===== config.mk =====
export PLATFORM = sky130hd
export DESIGN_NAME = demux_bus_arbiter_ctrl_flat
export DESIGN_NICKNAME = d
export VERILOG_FILES = /design/src/rtl/demux_bus_arbiter_pkg.sv /design/src/rtl/demux_bus_arbiter_ctrl_if.sv /design/src/rtl/demux_bus_arbiter_ctrl_rr_grant_picker.sv /design/src/rtl/demux_bus_arbiter_ctrl.sv /design/src/flat_wrapper.sv
export SDC_FILE = /design/constraint.sdc
export NUM_CORES = 1
export LEC_CHECK = 0
export BUFFER_PORTS_ARGS = -buffer_cell sky130_fd_sc_hd__buf_4
export CAP_MARGIN = 25
export CORE_ASPECT_RATIO = 1.5
export CORE_MARGIN = 8
export CORE_UTILIZATION = 49
export CTS_CLUSTER_DIAMETER = 30
export DETAILED_ROUTE_END_ITERATION = 12
export PLACE_DENSITY_LB_ADDON = 0.08
export SKIP_LAST_GASP = 1
export SYNTH_ARGS = -nofsm -noshare
export SYNTH_HDL_FRONTEND = slang
export SYNTH_SLANG_ARGS = --single-unit

===== constraint.sdc =====
create_clock -name ap_clk -period 4.7 [get_ports ap_clk]
set_input_delay 0.47 -clock ap_clk [delete_from_list [all_inputs] [get_ports ap_clk]]
set_output_delay 0.47 -clock ap_clk [all_outputs]
set_load 0.02 [all_outputs]

===== src/rtl/demux_bus_arbiter_pkg.sv =====
// Shared constants and types for the credit-based demux bus arbiter.
package demux_bus_arbiter_pkg;

  localparam int DEF_DATA_WIDTH   = 32;
  localparam int DEF_NUM_REQ      = 4;
  localparam int DEF_BUS_WIDTH    = 8;
  localparam int DEF_CREDITS      = 4;
  localparam int DEF_CREDIT_WIDTH = $clog2(DEF_CREDITS + 1);

  // Credit counter at the default lane buffer depth.
  typedef logic [DEF_CREDIT_WIDTH-1:0] credit_t;

  typedef enum logic {
    PAUSE = 1'b0,
    RUN   = 1'b1
  } state_t;

  // Sticky error flag positions in err_out.
  localparam int ERR_BAD_DEST   = 0;
  localparam int ERR_CREDIT_OVF = 1;

endpackage


===== src/rtl/demux_bus_arbiter_ctrl_if.sv =====
// Requester / demux-stage bus bundle for the arbiter.
interface demux_bus_arbiter_ctrl_if
  import demux_bus_arbiter_pkg::*;
#(
  parameter int DATA_WIDTH = DEF_DATA_WIDTH,
  parameter int NUM_REQ    = DEF_NUM_REQ,
  parameter int BUS_WIDTH  = DEF_BUS_WIDTH,
  parameter int SEL_WIDTH  = $clog2(BUS_WIDTH),
  parameter int ID_WIDTH   = (NUM_REQ > 1) ? $clog2(NUM_REQ) : 1
);

  logic [NUM_REQ-1:0]    req_valid;
  logic [DATA_WIDTH-1:0] req_data [NUM_REQ];
  logic [SEL_WIDTH-1:0]  req_dest [NUM_REQ];
  logic [NUM_REQ-1:0]    req_ready;
  logic [BUS_WIDTH-1:0]  credit_return;
  logic [SEL_WIDTH-1:0]  sel_out;
  logic [DATA_WIDTH-1:0] data_out;
  logic [BUS_WIDTH-1:0]  data_out_valid;
  logic [ID_WIDTH-1:0]   grant_id_out;

  // Requesters and consumers drive requests and credit returns.
  modport master (
    output req_valid, req_data, req_dest, credit_return,
    input  req_ready, sel_out, data_out, data_out_valid, grant_id_out
  );

  // The arbiter accepts requests and drives the demux stage.
  modport slave (
    input  req_valid, req_data, req_dest, credit_return,
    output req_ready, sel_out, data_out, data_out_valid, grant_id_out
  );

endinterface


===== src/rtl/demux_bus_arbiter_ctrl_rr_grant_picker.sv =====
// Combinational round-robin picker: first eligible requester at or after rr_ptr.
module rr_grant_picker
  import demux_bus_arbiter_pkg::*;
#(
  parameter int NUM_REQ   = DEF_NUM_REQ,
  parameter int IDX_WIDTH = (NUM_REQ > 1) ? $clog2(NUM_REQ) : 1
) (
  input  logic [NUM_REQ-1:0]   eligible,
  input  logic [IDX_WIDTH-1:0] rr_ptr,
  output logic [NUM_REQ-1:0]   grant,
  output logic [IDX_WIDTH-1:0] grant_idx,
  output logic                 grant_any
);

  // Scan from the farthest offset back towards rr_ptr so the nearest eligible one wins.
  always_comb begin
    grant     = '0;
    grant_idx = '0;
    grant_any = 1'b0;
    for (int k = NUM_REQ - 1; k >= 0; k--) begin
      if (eligible[(int'(rr_ptr) + k) % NUM_REQ]) begin
        grant_idx = IDX_WIDTH'((int'(rr_ptr) + k) % NUM_REQ);
        grant_any = 1'b1;
      end
    end
    if (grant_any) grant[grant_idx] = 1'b1;
  end

endmodule


===== src/rtl/demux_bus_arbiter_ctrl.sv =====
// Credit-based round-robin arbiter sharing one demux bus among NUM_REQ requesters.
//
// state | meaning
// PAUSE | no grants; idle_out reported once all lane credits are home
// RUN   | arbitrate each cycle among requesters whose lane holds a credit
module demux_bus_arbiter_ctrl
  import demux_bus_arbiter_pkg::*;
#(
  parameter int DATA_WIDTH   = DEF_DATA_WIDTH,
  parameter int NUM_REQ      = DEF_NUM_REQ,
  parameter int BUS_WIDTH    = DEF_BUS_WIDTH,
  parameter int SEL_WIDTH    = $clog2(BUS_WIDTH),
  parameter int CREDITS      = DEF_CREDITS,
  parameter int CREDIT_WIDTH = $clog2(CREDITS + 1),
  parameter int ID_WIDTH     = (NUM_REQ > 1) ? $clog2(NUM_REQ) : 1
) (
  input  logic                      ap_clk,
  input  logic                      areset,
  input  logic                      enable_in,
  demux_bus_arbiter_ctrl_if.slave   bus,
  output logic                      idle_out,
  output logic [1:0]                err_out
);

  state_t                  state;
  logic [ID_WIDTH-1:0]     rr_ptr;
  logic [CREDIT_WIDTH-1:0] credit [BUS_WIDTH];

  logic                    running;
  logic [NUM_REQ-1:0]      eligible;
  logic [NUM_REQ-1:0]      grant;
  logic [ID_WIDTH-1:0]     win;
  logic                    win_any;
  logic [SEL_WIDTH-1:0]    win_dest;
  logic [DATA_WIDTH-1:0]   win_data;
  logic                    win_dest_ok;
  logic [BUS_WIDTH-1:0]    lane_take;
  logic [BUS_WIDTH-1:0]    lane_ovf;
  logic                    all_full;

  // No handshakes while reset is held, so nothing is accepted and then lost.
  assign running = (state == RUN) && !areset;

  // A requester is eligible if its lane has a credit, or its lane does not exist (granted and dropped).
  always_comb begin
    eligible = '0;
    for (int i = 0; i < NUM_REQ; i++) begin
      if (running && bus.req_valid[i]) begin
        if (int'(bus.req_dest[i]) >= BUS_WIDTH) begin
          eligible[i] = 1'b1;
        end else begin
          for (int d = 0; d < BUS_WIDTH; d++) begin
            if (bus.req_dest[i] == SEL_WIDTH'(d) && credit[d] != '0) eligible[i] = 1'b1;
          end
        end
      end
    end
  end

  rr_grant_picker #(
    .NUM_REQ   (NUM_REQ),
    .IDX_WIDTH (ID_WIDTH)
  ) u_picker (
    .eligible  (eligible),
    .rr_ptr    (rr_ptr),
    .grant     (grant),
    .grant_idx (win),
    .grant_any (win_any)
  );

  assign bus.req_ready = grant;
  assign win_dest      = bus.req_dest[win];
  assign win_data      = bus.req_data[win];
  assign win_dest_ok   = int'(win_dest) < BUS_WIDTH;

  // Per-lane grant decode, overflow detect and the all-credits-home flag.
  always_comb begin
    lane_take = '0;
    lane_ovf  = '0;
    all_full  = 1'b1;
    for (int d = 0; d < BUS_WIDTH; d++) begin
      lane_take[d] = win_any && win_dest_ok && (win_dest == SEL_WIDTH'(d));
      lane_ovf[d]  = bus.credit_return[d] && !lane_take[d] &&
                     (credit[d] == CREDIT_WIDTH'(CREDITS));
      if (credit[d] != CREDIT_WIDTH'(CREDITS)) all_full = 1'b0;
    end
  end

  assign idle_out = (state == PAUSE) && all_full;

  // Lane credits: grant takes one, return gives one back, both together cancel; saturate on overflow.
  always_ff @(posedge ap_clk) begin
    if (areset) begin
      for (int d = 0; d < BUS_WIDTH; d++) credit[d] <= CREDIT_WIDTH'(CREDITS);
    end else begin
      for (int d = 0; d < BUS_WIDTH; d++) begin
        if (lane_take[d] && !bus.credit_return[d]) begin
          credit[d] <= credit[d] - CREDIT_WIDTH'(1);
        end else if (bus.credit_return[d] && !lane_take[d] && !lane_ovf[d]) begin
          credit[d] <= credit[d] + CREDIT_WIDTH'(1);
        end
      end
    end
  end

  // FSM, round-robin pointer, registered demux outputs and sticky errors.
  always_ff @(posedge ap_clk) begin
    if (areset) begin
      state              <= PAUSE;
      rr_ptr             <= '0;
      bus.sel_out        <= '0;
      bus.data_out       <= '0;
      bus.data_out_valid <= '0;
      bus.grant_id_out   <= '0;
      err_out            <= '0;
    end else begin
      case (state)
        PAUSE:   if (enable_in)  state <= RUN;
        RUN:     if (!enable_in) state <= PAUSE;
        default: state <= PAUSE;
      endcase

      bus.data_out_valid <= '0;
      if (win_any) begin
        rr_ptr           <= (win == ID_WIDTH'(NUM_REQ - 1)) ? '0 : win + ID_WIDTH'(1);
        bus.sel_out      <= win_dest;
        bus.data_out     <= win_data;
        bus.grant_id_out <= win;
        if (win_dest_ok) bus.data_out_valid <= BUS_WIDTH'(1) << win_dest;
        else             err_out[ERR_BAD_DEST] <= 1'b1;
      end

      if (|lane_ovf) err_out[ERR_CREDIT_OVF] <= 1'b1;
    end
  end

endmodule


===== src/flat_wrapper.sv =====
// flat-port wrapper written by rule: the top's interface ports become plain ports
module demux_bus_arbiter_ctrl_flat import demux_bus_arbiter_pkg::*;
#(
  parameter int DATA_WIDTH   = DEF_DATA_WIDTH,
  parameter int NUM_REQ      = DEF_NUM_REQ,
  parameter int BUS_WIDTH    = DEF_BUS_WIDTH,
  parameter int SEL_WIDTH    = $clog2(BUS_WIDTH),
  parameter int CREDITS      = DEF_CREDITS,
  parameter int CREDIT_WIDTH = $clog2(CREDITS + 1),
  parameter int ID_WIDTH     = (NUM_REQ > 1) ? $clog2(NUM_REQ) : 1
)
  (ap_clk, areset, enable_in, idle_out, err_out, bus_req_valid, bus_req_data, bus_req_dest, bus_credit_return, bus_req_ready, bus_sel_out, bus_data_out, bus_data_out_valid, bus_grant_id_out);
  demux_bus_arbiter_ctrl_if #(.DATA_WIDTH(DATA_WIDTH), .NUM_REQ(NUM_REQ), .BUS_WIDTH(BUS_WIDTH), .SEL_WIDTH(SEL_WIDTH), .ID_WIDTH(ID_WIDTH)) bus_i ();
  input  logic ap_clk;
  input  logic areset;
  input  logic enable_in;
  output logic idle_out;
  output logic [1:0] err_out;
  input wire logic [$bits(bus_i.req_valid)-1:0] bus_req_valid;
  input wire logic [$bits(bus_i.req_data)-1:0] bus_req_data;
  input wire logic [$bits(bus_i.req_dest)-1:0] bus_req_dest;
  input wire logic [$bits(bus_i.credit_return)-1:0] bus_credit_return;
  output wire logic [$bits(bus_i.req_ready)-1:0] bus_req_ready;
  output wire logic [$bits(bus_i.sel_out)-1:0] bus_sel_out;
  output wire logic [$bits(bus_i.data_out)-1:0] bus_data_out;
  output wire logic [$bits(bus_i.data_out_valid)-1:0] bus_data_out_valid;
  output wire logic [$bits(bus_i.grant_id_out)-1:0] bus_grant_id_out;
  assign bus_i.req_valid = bus_req_valid;
  assign bus_i.req_data = {>>{bus_req_data}};
  assign bus_i.req_dest = {>>{bus_req_dest}};
  assign bus_i.credit_return = bus_credit_return;
  assign bus_req_ready = bus_i.req_ready;
  assign bus_sel_out = bus_i.sel_out;
  assign bus_data_out = bus_i.data_out;
  assign bus_data_out_valid = bus_i.data_out_valid;
  assign bus_grant_id_out = bus_i.grant_id_out;
  demux_bus_arbiter_ctrl #(.DATA_WIDTH(DATA_WIDTH), .NUM_REQ(NUM_REQ), .BUS_WIDTH(BUS_WIDTH), .SEL_WIDTH(SEL_WIDTH), .CREDITS(CREDITS), .CREDIT_WIDTH(CREDIT_WIDTH), .ID_WIDTH(ID_WIDTH)) u_core (.ap_clk(ap_clk), .areset(areset), .enable_in(enable_in), .bus(bus_i), .idle_out(idle_out), .err_out(err_out));
endmodule

==> results of run 1 <==
-- power by group through the flow --
stage | clock network (mW) | registers (mW) | logic [mW]
finish | 0.640 | 0.752 | 0.478
floorplan | 0 | 0.771 | 0.246
detailed placement | 0 | 0.762 | 0.467
global placement | 0 | 0.757 | 0.452
CTS | 0.653 | 0.749 | 0.472
global route | 0.677 | 0.759 | 0.519
-- per-stage QoR --
step	total power [mW]	setup WS (ps)	hold WS [ps]	utilization	instance area (um2)
after floorplan	1.016	457.7	482.2	-	4813
final	1.870	207.4	339.9	0.7039	6782
after global routing	1.955	30.89	353.1	0.7039	6782
after CTS	1.874	185.4	328.6	0.6995	6739
after global placement	1.210	379.6	443.4	0.6708	6462
after detailed placement	1.229	212.8	447.3	0.6708	6462
-- cells by family (layout without fill, tap and decap cells) --
family | count (synthesis) | count (layout) | synth area share
compound gates | 121 | 121 | 0.1877
xor+xnor | 9 | 9 | 0.01638
fa+ha+maj | 14 | 14 | 0.04731
buf+inv | 55 | 256 | 0.04627
flops | 73 | 73 | 0.3535
mux | 23 | 23 | 0.05796
other cells | 1 | 1 | 0.0007791
simple gates | 307 | 307 | 0.2901
-- what timing repair did --
item | 4_1_cts | 5_1_grt
endpoints found under the hold margin | 0 | 0
resized for setup | 0 | 4
endpoints found under the setup margin | 0 | 5
buffers inserted | 0 | 3
-- path summary, 6_finish.rpt --
check                                                         start  depth (start not counted)  slack [ps]                                  end
worst max-delay path                  u_core.credit[5][0]$_DFFE_PP_                         16         210    u_core.credit[2][2]$_SDFFCE_PN1P_
worst min register to register  u_core.bus.data_out[9]$_SDFFE_PP0P_                          2         450  u_core.bus.data_out[9]$_SDFFE_PP0P_
worst max register to register        u_core.credit[5][0]$_DFFE_PP_                         16         210    u_core.credit[2][2]$_SDFFCE_PN1P_
worst min-delay path                                      enable_in                          2         340              u_core.state$_SDFF_PP0_
-- layout make-up --
class	count	share of cell area
Tap cell	115	0.02122
Timing Repair Buffer	222	0.2458
Clock inverter	3	0.002399
Inverter	18	0.01033
Sequential cell	73	0.2509
Clock buffer	13	0.03838
Multi-Input combinational cell	475	0.4310
-- cells in the final DEF, fill, tap and decap left out, types with 5 or more instances in the layout --
cell,Yosys,final
xor2_1,6,6
or3_1,5,5
dfxtp_1,49,49
ha_1,7,7
nor2_1,27,27
a311o_1,22,22
edfxtp_1,24,24
nand4_1,5,5
nor2b_1,10,10
fa_1,7,7
nor3_1,7,6
clkbuf_16,0,9
mux2i_1,14,13
and2_1,8,8
nand2b_1,5,5
nand2_1,190,189
nand3_1,10,10
inv_1,17,16
a221oi_1,13,12
buf_4,1,222
and3_1,24,24
mux2_2,5,5
a21oi_1,45,45
-- metal layers --
| layer | share of wire | up-vias | GRT usage |
|---|---|---|---|
| li1 | - | 2531 | - |
| met1 | 0.37 | 2463 | 0.2575 |
| met2 | 0.52 | 230 | 0.4411 |
| met3 | 0.062 | 50 | 0.06024 |
| met4 | 0.046 | 0 | 0.1425 |
| met5 | 0 | - | 0 |
-- critical path, cell delays in order (launching register included) --
cell and delay (ps):
edfxtp_1 420, inv_1 110, ha_1 200, nand2b_1 170, o211a_1 270, a22o_1 240, o31ai_2 230, buf_4 170
a311oi_1 70, nor4_4 390, inv_4 90, mux2_4 360, or4_4 510, nand4_1 240, fa_1 250, xor2_1 160
mux2_2 340
-- flip-flops by register name, summed over array words and instances (netlist names) --
signal,count
u_core.rr_ptr,2
u_core.err_out,1
u_core.bus.sel_out,3
u_core.bus.data_out_valid,8
u_core.state,1
u_core.bus.data_out,32
u_core.bus.grant_id_out,2
u_core.credit,24
==> reports/metrics.yaml, run 1 <==
internal-power_mw: 1.332
syn_area_um2: 4813
die_h_um: 137.4
clockPowerShare: 0.342
initial_utilization: 0.4996
finalHoldViolCount: 0
cts.sinks: 73
gp_congestion: 0.9603
stdcell_count: 919
synthCells: 603
p_sw_mw: 0.5382
synth_top_cell_by_area: "dfxtp_1"
worst-slew-pin-transition_ps: 719.7
cts_tree: "built"
register_area_um2: 1702
clk_pin_slew_ps: 60
ys_seq_elements: 73
peakVddDrop_uv: 290.9
dr_total_vias: 5274
synth_nets: 772
final_net_count: 968
ys.flop_type: "dfxtp_1"
required_ps: 4790
async_flop_share: 0
ant_nets: 0
ys_top_cells_by_count: "nand2_1, dfxtp_1, a21oi_1"
hold_buffers: 0
cap_violations: 0
syn_to_final_growth_pct: 40.89
slew_headroom: 0.5180
synth_area_leaders: "dfxtp_1, edfxtp_1, nand2_1"
wl_per_cell_um: 18.64
grt_overflow: 0
clock_skew_ps: 8.233
first_pass_iters: 5
crit_fanout: 8
io_buffers: 205
place_hpwl_um: 13090
ys_types: 66
multiInputGateArea_um2: 2923
initialDrtViolationCount: 270
cts_made_buffers: 9
combPwrFrac: 0.256
fmax_mhz: 222.6
setup_tns_ps: 0
rows: 44
grt_pass1_vias: 5037
dp_cells: 900
synth.most_common_cell: "nand2_1"
synth-edff-count: 24
clock-root-buffer: "clkbuf_16"
hold_path.class: "in -> reg"
yosysWarnings: 0
drc: 0
drive_gt1_frac: 0.3246
core_area_um2: 9634
die_w_um: 96.93
critPathKind: "reg -> reg"
grt_pass1_wl_um: 26350
htree_levels: 3
cp-end-kind: "flop"
clk_latency_ps: 340
diodes: 0
period_needed_ps: 4493
grt_use_total: 0.2460
io_pins: 207
via_per_inst: 5.739
finalCritPeriodShare: 0.9559
synth-seq-area-share: 0.3535
wirelength_um: 17130
die_area_um2: 13320
leakagePower_nw: 3.174
antenna_found_initial: 0
seq_power_share: 0.402
netSwitchingFraction: 0.2878
status: "finished clean"
clock_path_buffers: 2
nFillCells: 809
slew_viol_final: 0
finalSetupViolCount: 0
critical_path_arrival_ps: 4590
power_density_nw_per_um2: 275.7
rsz0062_at_grt: "false"
synth_top_area_frac: 0.2038
grt_max_degree: 69
cp-start-kind: "flop"
avgSynthCellArea_um2: 7.982
Power figures use the tool's default switching activity.
==> run 2: changes to the inputs <==
- BUFFER_PORTS_ARGS: -buffer_cell sky130_fd_sc_hd__buf_4 -> -buffer_cell sky130_fd_sc_hd__buf_2
==> reports/metrics.yaml, run 2 (synthesis gave the netlist of run 1 again) <==
status: "finished clean"
nFillCells: 872  # +7.8%
die_w_um: 96.93  # unchanged
initial_utilization: 0.4996  # unchanged
hold_buffers: 0  # unchanged
finalCritPeriodShare: 0.9346  # -0.02131
gp_congestion: 0.9072  # -5.5%
multiInputGateArea_um2: 2935  # +0.43%
drc: 0  # unchanged
initialDrtViolationCount: 308  # +14%
antenna_found_initial: 0  # unchanged
register_area_um2: 1702  # unchanged
final_util: 0.6571  # -0.04675
diodes: 0  # unchanged
die_area_um2: 13320  # unchanged
final_cell_mix: "buf_2, nand2_1, dfxtp_1, a21oi_1, nor2_1"
power_density_nw_per_um2: 307.7  # +12%
cts_tree: "built"
cp_top_family: "compound AO/OA/AOI/OAI gates"
regToRegStartpoint: "u_core.credit[5][0]$_DFFE_PP_"
finalHoldViolCount: 0  # unchanged
clock-root-buffer: "clkbuf_16"
final_net_count: 967  # -0.10%
wl_per_cell_um: 17.46  # -6.3%
clk_pin_slew_ps: 60  # about the same
min_from: "enable_in"
io_buffers: 205  # unchanged
path_cells: "inv_1, ha_1, nand2b_1, o211a_1, o21a_1, o31ai_4, a21oi_1, o21ai_4, mux2i_1, mux2i_2, or4_1, nand4_1, fa_1, xor2_1, mux2_2"
critPathKind: "reg -> reg"
required_ps: 4790  # about the same
peakVddDrop_uv: 249.9  # -14%
place_ws_ps: -33.15  # -246.0 ps
dp_cells: 900  # unchanged
via_per_inst: 5.623  # -2.0%
slew_headroom: 0.5449  # +0.02694
wirelength_um: 16020  # -6.5%
hold_end: "u_core.state$_SDFF_PP0_"
clock_path_buffers: 2  # unchanged
hold_path.class: "in -> reg"
rrSetupSlack_ps: 310  # +100 ps
clk_latency_ps: 340  # about the same
hold_slack_ps: 345.8  # +5.942 ps
cp_slowest_stage_delay_ps: 600  # +90 ps
dr_total_vias: 5162  # -2.1%
worst-slew-pin-transition_ps: 682.7  # -37.06 ps
grt_pass1_wl_um: 25610  # -2.8%
die_h_um: 137.4  # unchanged
leakagePower_nw: 3.063  # -3.5%
clock_skew_ps: 6.218  # -2.015 ps
cts.sinks: 73  # unchanged
slew_viol_final: 0  # unchanged
drive_gt1_frac: 0.3250  # +0.0004043
grt_max_degree: 69  # unchanged
rows: 44  # unchanged
stdcell_count: 918  # -0.11%
finalSetupViolCount: 0  # unchanged
critPathSlowestCell: "or4_1"
place_hpwl_um: 12420  # -5.2%
largest_reg_flops: 32  # unchanged
cts_made_buffers: 9  # unchanged
htree_levels: 3  # unchanged
layout_commonest_cell: "buf_2"
finalPower_mw: 1.948  # +4.2%
ant_nets: 0  # unchanged
grt_pass1_vias: 5097  # +1.2%
grt_use_total: 0.2342  # -0.01176
io_pins: 207  # unchanged
syn_to_final_growth_pct: 31.53
cap_violations: 0  # unchanged
period_needed_ps: 4392  # -100.2 ps
fmax_mhz: 227.7  # +2.3%
grt_overflow: 0  # unchanged
reg2reg_depth: 15  # -1
crit_fanout: 7  # -1
path_buf_inv: 1  # -2
worstReg2RegEnd: "u_core.credit[0][2]$_SDFFCE_PN1P_"
cp-end-kind: "flop"
top_register: "u_core.bus.data_out"
core_area_um2: 9634  # unchanged
hold_depth: 2  # unchanged
setup_ws_ps: 307.5  # +100.2 ps
reg_top3: "u_core.bus.data_out x32, u_core.credit x24, u_core.bus.data_out_valid x8"
cp-start-kind: "flop"
rsz0062_at_grt: "false"
first_pass_iters: 6  # +1
critical_path_arrival_ps: 4480  # -110 ps
## run 2: cell count changes in the layout (fill, tap and decap cells not counted), sizes merged
| cell | previous run | this run |
|---|---|---|
| buf | 222 | 221 |
| bufinv | 0 | 3 |
| clkbuf | 13 | 10 |
## run 2: how the worst max path moves through the flow
stage / startpoint / end / slack [ps] / cells after the start
global placement: u_core.credit[7][0]$_SDFFCE_PP0P_ / u_core.credit[1][2]$_SDFFCE_PN1P_ / 210 / 13
floorplan: u_core.credit[4][0]$_SDFFCE_PN0P_ / u_core.credit[1][2]$_SDFFCE_PN1P_ / 460 / 12
CTS: u_core.credit[5][0]$_DFFE_PP_ / u_core.credit[1][2]$_SDFFCE_PN1P_ / 20 / 15
finish: u_core.credit[5][0]$_DFFE_PP_ / u_core.credit[0][2]$_SDFFCE_PN1P_ / 310 / 15
detailed placement: u_core.credit[7][0]$_SDFFCE_PP0P_ / u_core.credit[1][2]$_SDFFCE_PN1P_ / -30 / 13
global route: u_core.credit[5][0]$_DFFE_PP_ / u_core.credit[7][2]$_SDFFCE_PP1P_ / 6 / 17
## run 2: routing by layer
metal  share of wire  track usage  vias to the layer above
met5               0            0                        -
met4           0.029       0.1064                        0
met2            0.52       0.4230                      225
met3           0.075      0.05974                       32
met1            0.38       0.2518                     2364
li1                -            -                     2541
## run 2: cell type report
cell class	instances	area share
Tap cell	115	0.02273
Clock inverter	6	0.01660
Sequential cell	73	0.2688
Clock buffer	10	0.03617
Multi-Input combinational cell	475	0.4636
Inverter	18	0.01107
Timing Repair Buffer	221	0.1810
## run 2: power by group
group | total (mW) | internal, mW | switching [mW] | leakage (nW)
logic | 0.426 | 0.192 | 0.235 | 2.27
registers | 0.751 | 0.708 | 0.0431 | 0.633
clock network | 0.771 | 0.516 | 0.255 | 0.164
## run 2: worst reg2reg max path, stage by stage, from the launching register on
cell and delay [ps]:
edfxtp_1 410, inv_1 110, ha_1 200, nand2b_1 170, o211a_1 260, o21a_1 220
o31ai_4 310, a21oi_1 160, o21ai_4 310, mux2i_1 260, mux2i_2 160, or4_1 600
nand4_1 240, fa_1 230, xor2_1 160, mux2_2 340
## run 2: what timing repair did
item / 4_1_cts / 5_1_grt
pin swaps: 0 / 2
setup buffers: 0 / 2
endpoints found under the setup margin: 4 / 13
gates resized for setup: 2 / 4
## run 2: metrics by stage
step / setup TNS (ps) / cell area (um2)
2_1_floorplan: 0 / 4813
3_3_place_gp: 0 / 5949
3_5_place_dp: -44.83 / 5949
4_1_cts: 0 / 6294
5_1_grt: 0 / 6331
6_report: 0 / 6331
